--- src/rtl/sevseg_pkg.sv ---
// Shared definitions for the seven-segment display-bus reader: segment patterns (a..g, active low)
// and the decode result carried from the pattern decoder to the capture registers.
package sevseg_pkg;

    localparam int CODE_W = 4;

    // Index 0 is segment a, index 6 is segment g; a 0 bit means the segment is lit.
    typedef logic [0:6] seg_t;

    localparam seg_t SEG_0     = 7'b0000001;
    localparam seg_t SEG_1     = 7'b1001111;
    localparam seg_t SEG_2     = 7'b0010010;
    localparam seg_t SEG_3     = 7'b0000110;
    localparam seg_t SEG_4     = 7'b1001100;
    localparam seg_t SEG_5     = 7'b0100100;
    localparam seg_t SEG_6     = 7'b0100000;
    localparam seg_t SEG_7     = 7'b0001111;
    localparam seg_t SEG_8     = 7'b0000000;
    localparam seg_t SEG_9     = 7'b0001100;
    localparam seg_t SEG_A     = 7'b0001000;
    localparam seg_t SEG_B     = 7'b1100000;
    localparam seg_t SEG_C     = 7'b0110001;
    localparam seg_t SEG_D     = 7'b1000010;
    localparam seg_t SEG_E     = 7'b0110000;
    localparam seg_t SEG_F     = 7'b0111000;
    localparam seg_t SEG_BLANK = 7'b1111111;

    typedef struct packed {
        logic [CODE_W-1:0] code;
        logic              blank;
        logic              err;
    } dec_t;

endpackage

--- src/rtl/seven_seg_pattern_decode.sv ---
// Combinational segment-pattern to digit-code decoder (inverse of the BCD-to-segment encoder).
// Define SEVSEG_HEX_EN to also accept the hex letter patterns A..F as codes 10..15.
module seven_seg_pattern_decode
    import sevseg_pkg::*;
(
    input  seg_t pattern,
    output dec_t result
);

    always_comb begin
        result = '0;
        case (pattern)
            SEG_0:     result.code = 4'd0;
            SEG_1:     result.code = 4'd1;
            SEG_2:     result.code = 4'd2;
            SEG_3:     result.code = 4'd3;
            SEG_4:     result.code = 4'd4;
            SEG_5:     result.code = 4'd5;
            SEG_6:     result.code = 4'd6;
            SEG_7:     result.code = 4'd7;
            SEG_8:     result.code = 4'd8;
            SEG_9:     result.code = 4'd9;
            SEG_BLANK: result.blank = 1'b1;
`ifdef SEVSEG_HEX_EN
            SEG_A:     result.code = 4'd10;
            SEG_B:     result.code = 4'd11;
            SEG_C:     result.code = 4'd12;
            SEG_D:     result.code = 4'd13;
            SEG_E:     result.code = 4'd14;
            SEG_F:     result.code = 4'd15;
`endif
            default:   result.err = 1'b1;
        endcase
    end

endmodule

--- src/rtl/seven_seg_reader.sv ---
// Monitors a multiplexed active-low seven-segment bus, qualifies each digit by stability and
// hands complete frames of NDIG digit codes to a consumer. Hex letters decode when SEVSEG_HEX_EN is defined.
module seven_seg_reader
    import sevseg_pkg::*;
#(
    parameter int NDIG       = 4,
    parameter int STABLE_CYC = 3
) (
    input  logic                     clk,
    input  logic                     rst_n,
    input  logic [0:6]               seg_n,
    input  logic [NDIG-1:0]          an_n,
    input  logic                     out_ready,
    output logic                     out_valid,
    output logic [CODE_W*NDIG-1:0]   out_digits,
    output logic [NDIG-1:0]          out_blank,
    output logic [NDIG-1:0]          out_err,
    output logic                     overrun
);

    // Run counter saturates one past the capture point so each stable run captures exactly once.
    localparam int RUN_MAX = STABLE_CYC + 1;
    localparam int RUN_W   = $clog2(RUN_MAX + 1);

    seg_t                   s_seg;
    logic [NDIG-1:0]        s_an;
    logic [RUN_W-1:0]       run;
    logic [NDIG-1:0]        sel_n;
    logic                   sel_ok;
    logic                   sample_same;
    logic                   capture;
    logic [NDIG-1:0]        cap_sel;
    logic [CODE_W*NDIG-1:0] cap_digits;
    logic [NDIG-1:0]        cap_blank;
    logic [NDIG-1:0]        cap_err;
    logic [NDIG-1:0]        mask;
    logic                   mask_full;
    dec_t                   dec;

    seven_seg_pattern_decode u_decode (
        .pattern (s_seg),
        .result  (dec)
    );

    // A select is valid only when exactly one anode is driven low.
    always_comb begin
        sel_n       = ~an_n;
        sel_ok      = (sel_n != '0) && ((sel_n & (sel_n - 1'b1)) == '0);
        sample_same = (seg_n == s_seg) && (an_n == s_an);
        capture     = (run == RUN_W'(STABLE_CYC));
        cap_sel     = capture ? ~s_an : '0;
        mask_full   = &mask;
    end

    always_ff @(posedge clk or negedge rst_n) begin
        if (!rst_n) begin
            s_seg <= '1;
            s_an  <= '1;
            run   <= '0;
        end else begin
            s_seg <= seg_n;
            s_an  <= an_n;
            if (!sample_same)
                run <= sel_ok ? RUN_W'(1) : '0;
            else if (!sel_ok)
                run <= '0;
            else if (run != RUN_W'(RUN_MAX))
                run <= run + 1'b1;
        end
    end

    always_ff @(posedge clk or negedge rst_n) begin
        if (!rst_n) begin
            cap_digits <= '0;
            cap_blank  <= '0;
            cap_err    <= '0;
            mask       <= '0;
        end else begin
            for (int k = 0; k < NDIG; k++) begin
                if (cap_sel[k]) begin
                    cap_digits[k*CODE_W +: CODE_W] <= dec.code;
                    cap_blank[k]                   <= dec.blank;
                    cap_err[k]                     <= dec.err;
                end
            end
            mask <= (mask_full ? '0 : mask) | cap_sel;
        end
    end

    // Handshake: out_valid stays high with out_digits/out_blank/out_err stable until a cycle where
    // out_valid && out_ready; out_valid then falls on the next edge unless a new frame loads on that edge.
    always_ff @(posedge clk or negedge rst_n) begin
        if (!rst_n) begin
            out_valid  <= 1'b0;
            out_digits <= '0;
            out_blank  <= '0;
            out_err    <= '0;
            overrun    <= 1'b0;
        end else if (mask_full) begin
            out_valid  <= 1'b1;
            out_digits <= cap_digits;
            out_blank  <= cap_blank;
            out_err    <= cap_err;
            if (out_valid && !out_ready)
                overrun <= 1'b1;
        end else if (out_valid && out_ready) begin
            out_valid <= 1'b0;
        end
    end

endmodule

--- config.mk ---
export PLATFORM = sky130hd
export DESIGN_NAME = seven_seg_reader
export DESIGN_NICKNAME = d
export VERILOG_FILES = /design/src/rtl/sevseg_pkg.sv /design/src/rtl/seven_seg_pattern_decode.sv /design/src/rtl/seven_seg_reader.sv
export SDC_FILE = /design/constraint.sdc
export NUM_CORES = 1
export LEC_CHECK = 0
export ABC_AREA = 1
export BUFFER_PORTS_ARGS = -buffer_cell sky130_fd_sc_hd__buf_2
export CORE_MARGIN = 2
export CORE_UTILIZATION = 60
export CTS_CLUSTER_SIZE = 30
export DETAILED_ROUTE_END_ITERATION = 8
export GPL_TIMING_DRIVEN = 0
export PLACE_DENSITY = 0.83
export SYNTH_ARGS = -nofsm -noshare
export SYNTH_HDL_FRONTEND = slang
export SYNTH_SLANG_ARGS = --single-unit
--- constraint.sdc ---
create_clock -name clk -period 4.2 [get_ports clk]
set_input_delay 0.63 -clock clk [delete_from_list [all_inputs] [get_ports clk]]
set_output_delay 0.63 -clock clk [all_outputs]
set_load 0.01 [all_outputs]
Yosys cells after proc, flatten, opt, wreduce, memory -nomap -nowiden --
Index checks and enable logic that the tools add are counted.
Storage, ports and cells: flip-flop bits (word level) 68, input port bits 14, word-level logic and storage cells 65
Cells by class: add/subtract/negate cells 2, equal/unequal tests 15, multiplexer cells 11, bitwise operators 4, reduce and logical (&&, ||, !) cells 12
Operators with widths (number):
- one-hot mux 4 bit (9 select lines) | 1
- equality test 7 bit, second input constant | 3
- equality test 7 x 4 -> 1 bit, second input constant | 2
- equality test 7 x 6 -> 1 bit, second input constant | 2
- OR reduction 11 bit | 1
- 2-to-1 mux 3 bit | 3
- 2-to-1 mux 4 bit | 2
- NOT 4 bit | 2
- equality test 7 x 1 -> 1 bit, second input constant | 1
- equality test 7 x 3 -> 1 bit, second input constant | 1
- equality test 7 x 5 -> 1 bit, second input constant | 1
- equality test 7 bit | 1
- zero test 7 bit | 1
- 2-to-1 mux 1 bit | 5
- AND reduction 5 bit | 1
- AND 4 bit | 1
- equality test 4 bit | 1
- logical AND 1 bit | 4
- zero test 4 bit | 1
- OR 4 bit | 1
- AND reduction 4 bit | 1
- nonzero test 4 bit | 1
- subtractor 4 x 1 -> 4 bit, second input constant | 1
- adder 3 x 1 -> 3 bit, second input constant | 1
- other kinds (5) | 5

Logic depth before layout (Yosys ltp) --
depth in word-level cells 7, depth in mapped cells 9, mapped depth without buffers 9

Hierarchy --
Synthesis repeated with hierarchy kept, for this count alone.
Unflattened totals: cells, all modules 350, area, all modules 2957.8 sq um
Modules (own cells, without submodules):
- seven_seg_reader | instances 1, cells each 294, area an instance 2695.1 sq um
- seven_seg_pattern_decode | instances 1, cells each 56, area an instance 262.8 sq um

Least setup slack after synthesis --
OpenSTA, ideal clock, no wires.
kind register -> register, start reg run[0], end reg cap_blank[0], library setup time 128 ps, data arrival time 1257 ps, data required time 4072 ps, path slack 2815 ps, cell stages (with the launch flop) 8, clock period less this slack 1385 ps, cell sequence dfrtp_1 -> ha_1 -> ha_1 -> inv_1 -> nor2_1 -> inv_1 -> nand2_1 -> o21ai_0
Between the ends: word-level cells in the longest chain between the ends 2
Ends and longest elaborated chain:
- start, declared | line seven_seg_reader.sv:27 | logic [RUN_W-1:0] run;
- start signal, assigned | line seven_seg_reader.sv:64 | run <= sel_ok ? RUN_W'(1) : '0;
- start signal, assigned | line seven_seg_reader.sv:68 | run <= run + 1'b1;
- equality test 3 x 2 -> 1 bit | line seven_seg_reader.sv:50 | capture = (run == RUN_W'(STABLE_CYC));
- 2-to-1 mux 4 bit | line seven_seg_reader.sv:51 | cap_sel = capture ? ~s_an : '0;
- end signal, assigned by index | line seven_seg_reader.sv:82 | cap_blank[k] <= dec.blank;
- end, declared | line seven_seg_reader.sv:34 | logic [NDIG-1:0] cap_blank;
Every way passes these cells. A chain may end at the register's enable or synchronous reset.

Final worst setup path --
start reg run[0], end reg cap_blank[1]
The elaborated chain is that of the path after synthesis.

==> metrics.txt <==
Power Dens Cells=381 nW/µm²; area fraction in compound gates after synthesis=4.28%; vias in the first global route=about 2000; Yosys warning count=0; Layout area overhead=16.3%; synth unique cells=22; io pins=40; Detailed Routing Iterations Pass 1=4; Reg clk slew, reported paths=70 ps; commonest non-fill, non-tap cell in the layout=nand2_1; Avg Cell Area, Syn=8.81 µm²; worst setup path startpoint=run[0]; Post-synth EDFFs=0; Simple-Gate Fraction of Synth Area=26.7%; Clock power frac=42.7%; Post-DRT Antenna Nets=0; Worst Hold Slack=372 ps; Post-Synth XOR/XNOR Area=3.37%; Internal Power=approximately 990 µW; sequential share of power=53.1%; CTS max path bufs=2; switch share=22.0%; Worst Path Required=4420 ps; starting density of the core=61.4%; number of synthesized register bits=68; RR Startpoint=run[0]; synthesized area=2860 µm²; Routed WL per cell=12.1 µm; # clock sinks=between 60 and 70; core area=4660 µm²; cts hold-fix bufs=0; Iter 0 DRT Violations=215; Slew Viols, Final=0; Top FF cell, synth=dfrtp_1; Max-cap violations=0; r2r setup slk=2450 ps; Hold/Removal Path Class=in2async; number of port buffers=39; highest net fanout along the worst path=8; Die Area=roughly 5300 µm²; adder-cell share of the synthesized area=1.31%; Die Y=roughly 73 µm; post-synth net total=342; CP arrival=between 1500 and 2000 ps; DR vias/cell=5.07; Startpoint Class=register; CP endpoint kind=register; Ant. Diodes=0; leakage=1.87 nW; PostCTS Resize Cnt=0; H-tree Lvls=3; global route overflow=0; main combinational cell family by area after synthesis=simple AND/OR/NAND/NOR gates; Max Clk Rate=573 MHz; clock tree from TritonCTS=yes; Clk Latency, worst-skew pair=340 ps; fin worst setup slack=2450 ps; outcome=finished clean; Post-CTS Setup Inserts=0; Tot GR Track Use=a little under a quarter; sequential cell area=between 1500 and 2000 µm²; layout cells sized above 1=20.0%; Final Critical Period=1750 ps; Post-synth ARST share=100%; skew final=6.39 ps; sequential-to-total area share from yosys stat=59.9%; Pwr Total=1.27 mW; Final Hold Fails=0; worst slack, placed=2490 ps; Synth Instances=roughly 330; switching power=about 280 µW; worst slew pin tran=807 ps; Rel. slew slack=roughly 46%; post-synthesis mux area share=0%; # setup viols final=0; global-route wire length before repair=9.16 mm; # DRC=0; largest net degree at the start of global routing=between 60 and 70; RSZ-0062 raised after global routing=no; Worst VDD drop=0.000249 V; Vias=2200; Final nets=~390; Num CTS Buffers=9; combinational share of power=4.2%; WS Path Type=reg2reg; initial antenna violation count=0; setup TNS=0 ps; row count=25; Post-DP HPWL=3.73 mm; area of the multi-input gates=1020 µm²; Clock Root Buffer=clkbuf_8; Die X=roughly 73 µm; Filler cells=361; Placer Congestion=0.817; Final period util=about two fifths; Total Wirelength=5.24 mm; leading cell types in the layout, fill and taps excluded=nand2_1, dfrtp_1, buf_2, nor2_1, inv_1
synth_stat cells, drive strengths merged, types with 2 or more instances:
| library cell | count | share of area (%) |
|---|---|---|
| nand2 | 139 | 18 |
| dfrtp | 57 | 50 |
| nor2 | 30 | 4.1 |
| inv | 28 | 3.7 |
| nand3 | 13 | 2.3 |
| dfstp | 11 | 10 |
| o21ai | 11 | 1.9 |
| xnor2 | 8 | 2.4 |
| a31oi | 7 | 1.5 |
| buf | 4 | 0.70 |
| ha | 3 | 1.3 |
| nor3 | 3 | 0.52 |
| xor2 | 3 | 0.92 |
| nand4 | 2 | 0.44 |
kinds of logic after synthesis:
group,Yosys count
AND/OR/NAND/NOR,190
flip-flops,68
buffers and inverters,32
AO/OA/AOI/OAI,21
XOR/XNOR,11
adder cells (fa/ha/maj),3
sequential cells by signal, indices dropped and copies added (netlist names), 4 cells and up:
name	count
cap_digits	16
out_err	4
out_blank	4
s_an	4
cap_blank	4
cap_err	4
s_seg	7
out_digits	16
mask	4
stage by stage:
step           area [µm²]  util [%]  instances
4_1_cts              3330      71.5        434
3_5_place_dp         3130      67.1        418
5_1_grt              3330      71.5        434
2_1_floorplan        2860         -        325
6_report             3330      71.5        434
3_3_place_gp         3130      67.1        418
layer usage:
layer	vias to the layer above	part of all wire, %	GRT usage [%]
met1	1012	48	31.6
met4	0	2.2	10.5
met2	65	45	33.5
met3	15	4.9	8.01
li1	1108	-	-
met5	-	0	0
path summary, 6_finish.rpt:
check / cells past startpoint / to
setup / recovery: 7 / cap_blank[1]
hold / removal: 1 / out_digits[0]
setup reg to reg: 7 / cap_blank[1]
hold reg to reg: 2 / out_err[1]
max in group asynchronous: 1 / out_blank[3]
min in group clk: 1 / s_seg[2]
cell type report:
type | instances | share of cell area, %
multi-input combinational | 225 | 30.7
sequential | 68 | 51.5
clock buffer | 12 | 4.66
clock inverter | 4 | 1.43
tap | 54 | 2.03
inverter | 28 | 3.16
timing repair buffer | 39 | 5.94
buffer | 4 | 0.601
power by group through the flow:
stage	registers, mW	logic [mW]	clock network [mW]
after global placement	0.685	0.0517	0
after global routing	0.674	0.0622	0.584
after detailed placement	0.685	0.0541	0
final	0.673	0.0532	0.542
after CTS	0.673	0.0544	0.551
after floorplan	0.684	0.0269	0
critical path, stage by stage (launching register included):
cell,delay (ps)
dfrtp_1,390
ha_1,170
ha_1,140
inv_1,70
nor2_1,430
inv_1,240
nand2_1,110
o21ai_0,80
Note: power is estimated with default switching activity, not from simulation.
